===== src/rtl/writeback_queue_pkg.sv =====
// Shared types and constants for the writeback queue and its entry storage.
package writeback_queue_pkg;

  localparam int WB_DATA_W = 32;
  localparam int WB_ADDR_W = 5;

  // Writes to this register are discarded when zero-dropping is enabled.
  localparam logic [WB_ADDR_W-1:0] REG_ZERO = '0;

  typedef struct packed {
    logic [WB_ADDR_W-1:0] adr;
    logic [WB_DATA_W-1:0] value;
  } wb_entry_t;

  function automatic logic is_reg_zero(input logic [WB_ADDR_W-1:0] adr);
    return (adr == REG_ZERO);
  endfunction

endpackage


===== src/rtl/writeback_queue_if.sv =====
// Producer handshakes, register bank write port and forwarding lookup
// bundled for the writeback queue.
interface writeback_queue_if
  import writeback_queue_pkg::*;
#(
  parameter int DATA_W = WB_DATA_W,
  parameter int ADDR_W = WB_ADDR_W,
  parameter int DEPTH  = 4
) ();

  logic                     alu_valid;
  logic                     alu_ready;
  logic [ADDR_W-1:0]        alu_adr;
  logic [DATA_W-1:0]        alu_value;

  logic                     mem_valid;
  logic                     mem_ready;
  logic [ADDR_W-1:0]        mem_adr;
  logic [DATA_W-1:0]        mem_value;

  logic                     wenable;
  logic [ADDR_W-1:0]        wadr;
  logic [DATA_W-1:0]        wvalue;

  logic [ADDR_W-1:0]        byp_adr;
  logic                     byp_hit;
  logic [DATA_W-1:0]        byp_value;

  logic [$clog2(DEPTH):0]   count;

  // Producers, operand fetch and the bank observer sit on this side.
  modport master (
    output alu_valid, alu_adr, alu_value,
    output mem_valid, mem_adr, mem_value,
    output byp_adr,
    input  alu_ready, mem_ready,
    input  wenable, wadr, wvalue,
    input  byp_hit, byp_value,
    input  count
  );

  // The queue itself.
  modport slave (
    input  alu_valid, alu_adr, alu_value,
    input  mem_valid, mem_adr, mem_value,
    input  byp_adr,
    output alu_ready, mem_ready,
    output wenable, wadr, wvalue,
    output byp_hit, byp_value,
    output count
  );

endinterface


===== src/rtl/writeback_queue_wb_fifo_mem.sv =====
// Entry storage for the writeback queue: two write ports at tail and tail+1,
// a head read port, and a youngest-match search over the occupied entries.
module wb_fifo_mem
  import writeback_queue_pkg::*;
#(
  parameter int  DEPTH = 4,
  localparam int PTR_W = $clog2(DEPTH),
  localparam int CNT_W = PTR_W + 1
) (
  input  logic                 clock,
  input  logic                 reset_n,
  input  logic [PTR_W-1:0]     head,
  input  logic [CNT_W-1:0]     count,
  input  logic [PTR_W-1:0]     wr_ptr,
  input  logic                 wr0_en,
  input  wb_entry_t            wr0_entry,
  input  logic                 wr1_en,
  input  wb_entry_t            wr1_entry,
  output wb_entry_t            head_entry,
  input  logic [WB_ADDR_W-1:0] byp_adr,
  output logic                 byp_hit,
  output logic [WB_DATA_W-1:0] byp_value
);

  wb_entry_t        mem_q [DEPTH];
  wb_entry_t        mem_d [DEPTH];
  logic [PTR_W-1:0] scan_idx;

  // Merge this cycle's writes into the storage image.
  always_comb begin
    mem_d = mem_q;
    if (wr0_en) begin
      mem_d[wr_ptr] = wr0_entry;
    end
    if (wr1_en) begin
      mem_d[wr_ptr + PTR_W'(1)] = wr1_entry;
    end
  end

  // Storage register; cleared on reset so no stale data is ever visible.
  always_ff @(posedge clock or negedge reset_n) begin
    if (!reset_n) begin
      for (int i = 0; i < DEPTH; i++) begin
        mem_q[i] <= '0;
      end
    end else begin
      mem_q <= mem_d;
    end
  end

  assign head_entry = mem_q[head];

  // Walk from head toward tail so the last match found is the youngest.
  always_comb begin
    byp_hit   = 1'b0;
    byp_value = '0;
    scan_idx  = head;
    for (int k = 0; k < DEPTH; k++) begin
      scan_idx = head + PTR_W'(k);
      if ((CNT_W'(k) < count) && (mem_q[scan_idx].adr == byp_adr)) begin
        byp_hit   = 1'b1;
        byp_value = mem_q[scan_idx].value;
      end
    end
  end

endmodule


===== src/rtl/writeback_queue.sv =====
// In-order writeback queue merging ALU and memory results into a single
// register bank write port, with forwarding over still-queued results.
module writeback_queue
  import writeback_queue_pkg::*;
#(
  parameter int DATA_W    = WB_DATA_W,
  parameter int ADDR_W    = WB_ADDR_W,
  parameter int DEPTH     = 4,
  parameter bit DROP_ZERO = 1'b1
) (
  input  logic              clock,
  input  logic              reset_n,
  writeback_queue_if.slave  bus
);

  localparam int PTR_W = $clog2(DEPTH);
  localparam int CNT_W = PTR_W + 1;
  localparam logic [CNT_W-1:0] CNT_DEPTH = CNT_W'(DEPTH);
  localparam logic [CNT_W-1:0] CNT_ONE   = CNT_W'(1);
  localparam logic [CNT_W-1:0] CNT_TWO   = CNT_W'(2);

  logic [PTR_W-1:0] head_q, head_d;
  logic [PTR_W-1:0] tail_q, tail_d;
  logic [CNT_W-1:0] count_q, count_d;

  logic             not_empty;
  logic [CNT_W-1:0] free;
  logic             alu_ready;
  logic             mem_ready;
  logic             alu_push;
  logic             mem_push;

  wb_entry_t        alu_entry;
  wb_entry_t        mem_entry;
  logic             wr0_en;
  logic             wr1_en;
  wb_entry_t        wr0_entry;
  wb_entry_t        wr1_entry;
  wb_entry_t        head_entry;
  logic             byp_hit;
  logic [WB_DATA_W-1:0] byp_value;

  assign alu_entry = '{adr: WB_ADDR_W'(bus.alu_adr), value: WB_DATA_W'(bus.alu_value)};
  assign mem_entry = '{adr: WB_ADDR_W'(bus.mem_adr), value: WB_DATA_W'(bus.mem_value)};

  // Readiness from free slots; the head slot popped this cycle counts as free
  // and the ALU claims the first free slot ahead of memory.
  always_comb begin
    not_empty = (count_q != '0);
    free      = CNT_DEPTH - count_q + (not_empty ? CNT_ONE : '0);
    alu_ready = (free >= CNT_ONE);
    mem_ready = bus.alu_valid ? (free >= CNT_TWO) : (free >= CNT_ONE);
    alu_push  = bus.alu_valid && alu_ready
                && !(DROP_ZERO && is_reg_zero(alu_entry.adr));
    mem_push  = bus.mem_valid && mem_ready
                && !(DROP_ZERO && is_reg_zero(mem_entry.adr));
  end

  // Steer pushes onto the two write ports so the ALU entry lands at tail.
  always_comb begin
    wr0_en    = alu_push || mem_push;
    wr0_entry = alu_push ? alu_entry : mem_entry;
    wr1_en    = alu_push && mem_push;
    wr1_entry = mem_entry;
  end

  // Pointer and occupancy update: pop whenever non-empty, push what arrived.
  always_comb begin
    head_d  = not_empty ? (head_q + PTR_W'(1)) : head_q;
    tail_d  = tail_q + PTR_W'(alu_push) + PTR_W'(mem_push);
    count_d = count_q + CNT_W'(alu_push) + CNT_W'(mem_push) - CNT_W'(not_empty);
  end

  // Control state register.
  always_ff @(posedge clock or negedge reset_n) begin
    if (!reset_n) begin
      head_q  <= '0;
      tail_q  <= '0;
      count_q <= '0;
    end else begin
      head_q  <= head_d;
      tail_q  <= tail_d;
      count_q <= count_d;
    end
  end

  wb_fifo_mem #(.DEPTH(DEPTH)) u_mem (
    .clock      (clock),
    .reset_n    (reset_n),
    .head       (head_q),
    .count      (count_q),
    .wr_ptr     (tail_q),
    .wr0_en     (wr0_en),
    .wr0_entry  (wr0_entry),
    .wr1_en     (wr1_en),
    .wr1_entry  (wr1_entry),
    .head_entry (head_entry),
    .byp_adr    (WB_ADDR_W'(bus.byp_adr)),
    .byp_hit    (byp_hit),
    .byp_value  (byp_value)
  );

  assign bus.alu_ready = alu_ready;
  assign bus.mem_ready = mem_ready;
  assign bus.wenable   = not_empty;
  assign bus.wadr      = not_empty ? ADDR_W'(head_entry.adr) : '0;
  assign bus.wvalue    = not_empty ? DATA_W'(head_entry.value) : '0;
  assign bus.byp_hit   = byp_hit;
  assign bus.byp_value = DATA_W'(byp_value);
  assign bus.count     = count_q;

endmodule


===== src/flat_wrapper.sv =====
// flat-port wrapper written by rule: the top's interface ports become plain ports
module writeback_queue_flat import writeback_queue_pkg::*;
#(
  parameter int DATA_W    = WB_DATA_W,
  parameter int ADDR_W    = WB_ADDR_W,
  parameter int DEPTH     = 4,
  parameter bit DROP_ZERO = 1'b1
)
  (clock, reset_n, bus_alu_valid, bus_alu_adr, bus_alu_value, bus_mem_valid, bus_mem_adr, bus_mem_value, bus_byp_adr, bus_alu_ready, bus_mem_ready, bus_wenable, bus_wadr, bus_wvalue, bus_byp_hit, bus_byp_value, bus_count);
  writeback_queue_if #(.DATA_W(DATA_W), .ADDR_W(ADDR_W), .DEPTH(DEPTH)) bus_i ();
  input  logic clock;
  input  logic reset_n;
  input wire logic [$bits(bus_i.alu_valid)-1:0] bus_alu_valid;
  input wire logic [$bits(bus_i.alu_adr)-1:0] bus_alu_adr;
  input wire logic [$bits(bus_i.alu_value)-1:0] bus_alu_value;
  input wire logic [$bits(bus_i.mem_valid)-1:0] bus_mem_valid;
  input wire logic [$bits(bus_i.mem_adr)-1:0] bus_mem_adr;
  input wire logic [$bits(bus_i.mem_value)-1:0] bus_mem_value;
  input wire logic [$bits(bus_i.byp_adr)-1:0] bus_byp_adr;
  output wire logic [$bits(bus_i.alu_ready)-1:0] bus_alu_ready;
  output wire logic [$bits(bus_i.mem_ready)-1:0] bus_mem_ready;
  output wire logic [$bits(bus_i.wenable)-1:0] bus_wenable;
  output wire logic [$bits(bus_i.wadr)-1:0] bus_wadr;
  output wire logic [$bits(bus_i.wvalue)-1:0] bus_wvalue;
  output wire logic [$bits(bus_i.byp_hit)-1:0] bus_byp_hit;
  output wire logic [$bits(bus_i.byp_value)-1:0] bus_byp_value;
  output wire logic [$bits(bus_i.count)-1:0] bus_count;
  assign bus_i.alu_valid = bus_alu_valid;
  assign bus_i.alu_adr = bus_alu_adr;
  assign bus_i.alu_value = bus_alu_value;
  assign bus_i.mem_valid = bus_mem_valid;
  assign bus_i.mem_adr = bus_mem_adr;
  assign bus_i.mem_value = bus_mem_value;
  assign bus_i.byp_adr = bus_byp_adr;
  assign bus_alu_ready = bus_i.alu_ready;
  assign bus_mem_ready = bus_i.mem_ready;
  assign bus_wenable = bus_i.wenable;
  assign bus_wadr = bus_i.wadr;
  assign bus_wvalue = bus_i.wvalue;
  assign bus_byp_hit = bus_i.byp_hit;
  assign bus_byp_value = bus_i.byp_value;
  assign bus_count = bus_i.count;
  writeback_queue #(.DATA_W(DATA_W), .ADDR_W(ADDR_W), .DEPTH(DEPTH), .DROP_ZERO(DROP_ZERO)) u_core (.clock(clock), .reset_n(reset_n), .bus(bus_i));
endmodule

===== config.mk =====
export PLATFORM = sky130hd
export DESIGN_NAME = writeback_queue_flat
export DESIGN_NICKNAME = d
export VERILOG_FILES = /design/src/rtl/writeback_queue_pkg.sv /design/src/rtl/writeback_queue_if.sv /design/src/rtl/writeback_queue_wb_fifo_mem.sv /design/src/rtl/writeback_queue.sv /design/src/flat_wrapper.sv
export SDC_FILE = /design/constraint.sdc
export NUM_CORES = 1
export LEC_CHECK = 0
export CORE_ASPECT_RATIO = 1.5
export CORE_MARGIN = 5
export CORE_UTILIZATION = 45
export CTS_BUF_LIST = sky130_fd_sc_hd__clkbuf_16
export CTS_CLUSTER_SIZE = 12
export DETAILED_ROUTE_END_ITERATION = 12
export PLACE_DENSITY = 0.71
export SETUP_SLACK_MARGIN = 0.05
export SYNTH_ARGS = -nofsm -noshare
export SYNTH_HDL_FRONTEND = slang
export SYNTH_HIERARCHICAL = 1
export SYNTH_SLANG_ARGS = --single-unit

===== constraint.sdc =====
create_clock -name clock -period 6.3 [get_ports clock]
set_clock_uncertainty 0.15 [all_clocks]
set_input_delay 1.575 -clock clock [delete_from_list [all_inputs] [get_ports clock]]
set_output_delay 1.575 -clock clock [all_outputs]
set_load 0.005 [all_outputs]

==> out/qor.yml <==
switching_power_mw: 3.92
cp_cell_sequence: "clkdlybuf4s50_1 -> xnor2_1 -> nand2_1 -> or3_4 -> a2111oi_4 -> a31oi_1 -> o31ai_1 -> clkdlybuf4s50_1"
drt_iter0_markers: 586
clk_path_buf_depth: 2
wl_per_cell_um: 20.5
critPathTopFamily: "buffers and inverters"
rr_startpoint: "u_core/bus.count[1]"
worst_setup_path_end_kind: "output pin"
grt_max_degree: 95
grt_pass1_vias: 10900
cpMostUsedCell: "clkdlybuf4s50_1"
die_width_um: 148
drc: 0
core_area_um2: 28100
syn_inst: 1359
intPower_mw: 5.02
final_nets: 1529
numCtsBuffers: 17
gp_congestion: 0.901
p_leak_nw: 6.85
viasPerCell: 5.86
vias: 10500
yosys.cell_types.count: 55
reg2reg_depth: 13
antenna_cells: 0
fmax_ghz: 0.168
status: "completed"
period_needed_ns: 5.94
p_clk_frac: 0.114
cts_tree: "yes"
path_clk_slew_ns: 0.06
first_pass_iters: 5
synth.cell_area_um2: 12800
r2r_setup_slack_ns: 1.48
rsz0062_at_grt: "false"
synth_fp_nets: 1448
synth_area_leader_cell: "dfrtp_1"
crit_arrival_ns: 4.21
port_buffers: 158
cts_root_buf: "clkbuf_16"
seq_power_share: 0.231
num_rows: 75
cts_sinks: 155
synth_warnings: 6
vdd_ir_drop_max_mv: 0.459
crit_cells: 8
path_max_fanout: 17
cp_num_buf_inv: 2
drive_gt1_frac: 0.162
postSynthAreaPerCell_um2: 9.44
antenna_found_initial: 0
cp-start-kind: "input pin"
clkLatencyLatePin_ns: 0.45
seq_area_frac_synth: 0.302
synth_area_leaders: "dfrtp_1 (30%), mux2i_1 (22%), o21ai_0 (6.0%)"
required_ns: 4.58
cp-startpoint: "bus_byp_adr[3]"
crit_end: "bus_byp_value[30]"
track_usage: 0.230
io_pins: 159
finalSetupTns_ns: 0
antenna_left: 0
slew_violations: 0
cts_max_level: 4
synth-edff-count: 0
synth_top_area_frac: 0.302
switching_share: 0.438
rr_endpoint: "u_core/u_mem/mem_q[91]"
grt_pass1_wl_mm: 58.5
power_density_nw_per_um2: 593
ys.flop_type: "dfrtp_1"
utilization: 0.537
placed_cell_area_um2: 14500
start_util: 0.457
cts_setup_buffers: 0
setup_violations: 0
worstMarginPinSlew_ns: 1.20
drv_cap: 0
wl_mm: 37.0
grt-ovfl-total: 0
slew_headroom: 0.197
final_hold_viol_count: 0
finalCritPeriodShare: 0.943
slowest_stage: "clkdlybuf4s50_1"
die_area_um2: 32100
synth_seq_cells: 155
cts-resized-gates: 0
path_class: "input pin to output pin"
synth-async-reset-ratio: 1.00
min_path_type: "flip-flop to flip-flop"
finalInstanceArea_um2: 15100
p_comb_frac: 0.655
area.growth.synth_to_final_pct: 17.5
holdBufCountCts: 0
die_y_um: 217
crit_path_max_incr_delay_ns: 0.64
dpl.hpwl_mm: 24.4
-- sequential cells by signal (all words and copies together), names as in the netlist --
signal,cells
u_core/u_mem/mem_q,148
u_core/bus.count,3
u_core/head_q,2
u_core/tail_q,2
-- how the worst min path moves through the flow --
| stage | start | endpoint | depth (start not counted) |
|---|---|---|---|
| 3_5_place_dp | u_core/u_mem/mem_q[113] | u_core/u_mem/mem_q[113] | 2 |
| 3_3_place_gp | u_core/u_mem/mem_q[137] | u_core/u_mem/mem_q[137] | 2 |
| 4_1_cts | u_core/u_mem/mem_q[113] | u_core/u_mem/mem_q[113] | 2 |
| 5_1_grt | u_core/u_mem/mem_q[113] | u_core/u_mem/mem_q[113] | 2 |
| 6_report | u_core/u_mem/mem_q[113] | u_core/u_mem/mem_q[113] | 2 |
| 2_1_floorplan | u_core/head_q[1] | u_core/head_q[1] | 1 |
-- cell usage after synthesis (2+ instances only) --
library cell and n:
a31oi_1 2, mux2i_1 278, o21ai_1 40, buf_12 5, nand2_1 189, mux4_2 16
buf_4 2, ha_1 5, a21oi_2 30, dfrtp_1 155, a21o_1 32, o31ai_1 2
mux4_1 2, and2_1 37, nand3b_1 2, o22ai_1 2, o21ai_0 153, inv_1 8
a21oi_1 35, nor3_1 4, mux2_1 7, o21ai_2 20, clkbuf_1 70, mux2_2 58
xnor2_1 20, nor3b_1 2, buf_2 17, o211ai_1 31, xor2_1 9, buf_8 3
buf_6 7, buf_1 17, nand3_1 2, or4_1 2, nor2_1 40, mux2_4 36
-- power by group through the flow --
stage	Clock (mW)	Combinational (mW)	Sequential, mW
after global placement	0	5.73	2.04
final	1.02	5.85	2.06
after floorplan	0	4.19	1.85
after global routing	1.08	6.38	2.15
after CTS	1.04	5.86	2.06
after detailed placement	0	5.84	2.07
-- worst register-to-register path: stages, from the launching register on --
cell and delay (ns):
dfrtp_1 0.51, or3_2 0.53, inv_1 0.12, ha_1 0.16
inv_1 0.04, ha_1 0.18, xor2_1 0.19, or3b_1 0.20
o211a_4 0.22, inv_8 0.16, nor2_1 0.27, nor3b_2 0.99
buf_4 0.70, o21ai_0 0.24
-- through the flow --
step | hold slack, ns | worst slack, ns | power (mW) | std cells
after floorplan | 0.296 | 1.54 | 6.04 | 1359
after global placement | 0.414 | 0.378 | 7.77 | 1767
after detailed placement | 0.430 | 0.349 | 7.91 | 1767
after CTS | 0.443 | 0.350 | 8.96 | 1799
after global routing | 0.465 | 0.245 | 9.60 | 1799
final | 0.444 | 0.361 | 8.94 | 1799
-- metal layers --
layer / part of all wire / global-route usage
met4: 0.035 / 0.100
met5: 0 / 0
met2: 0.52 / 0.413
met3: 0.044 / 0.0368
met1: 0.40 / 0.269
-- layout by cell type, fill, tap and decap left out, types with 4 or more instances in the layout --
cell and instances:
dfrtp_1 153, inv_1 8, mux2i_1 278, clkbuf_16 17, xnor2_1 20, mux2_4 36
and2_1 37, buf_4 20, a21o_1 32, o21ai_0 153, nor2_1 38, ha_1 5
mux2_2 58, clkdlybuf4s50_1 157, a21oi_1 35, clkinvlp_4 5, mux2_1 7, nand2_1 189
xor2_1 9, buf_12 5, a21oi_2 30, o21ai_2 20, nor3_1 4, o211ai_1 31
o21ai_1 40, mux4_2 16
-- cells by family after synthesis --
group / synth area share
buffers and inverters: 0.0539
multiplexers: 0.348
AO/OA/AOI/OAI: 0.170
XOR/XNOR: 0.0198
adder cells (fa/ha/maj): 0.00644
AND/OR/NAND/NOR: 0.0998
flip-flops: 0.302
-- layout make-up --
cell class,instances,area (µm²)
Clock buffer,17,425
Clock inverter,15,150
Fill cell,2499,13000
Inverter,9,41.3
Multi-Input combinational cell,1074,8310
Sequential cell,155,3890
Tap cell,346,433
Timing Repair Buffer,183,1830
(Power assumes the default switching activity.)
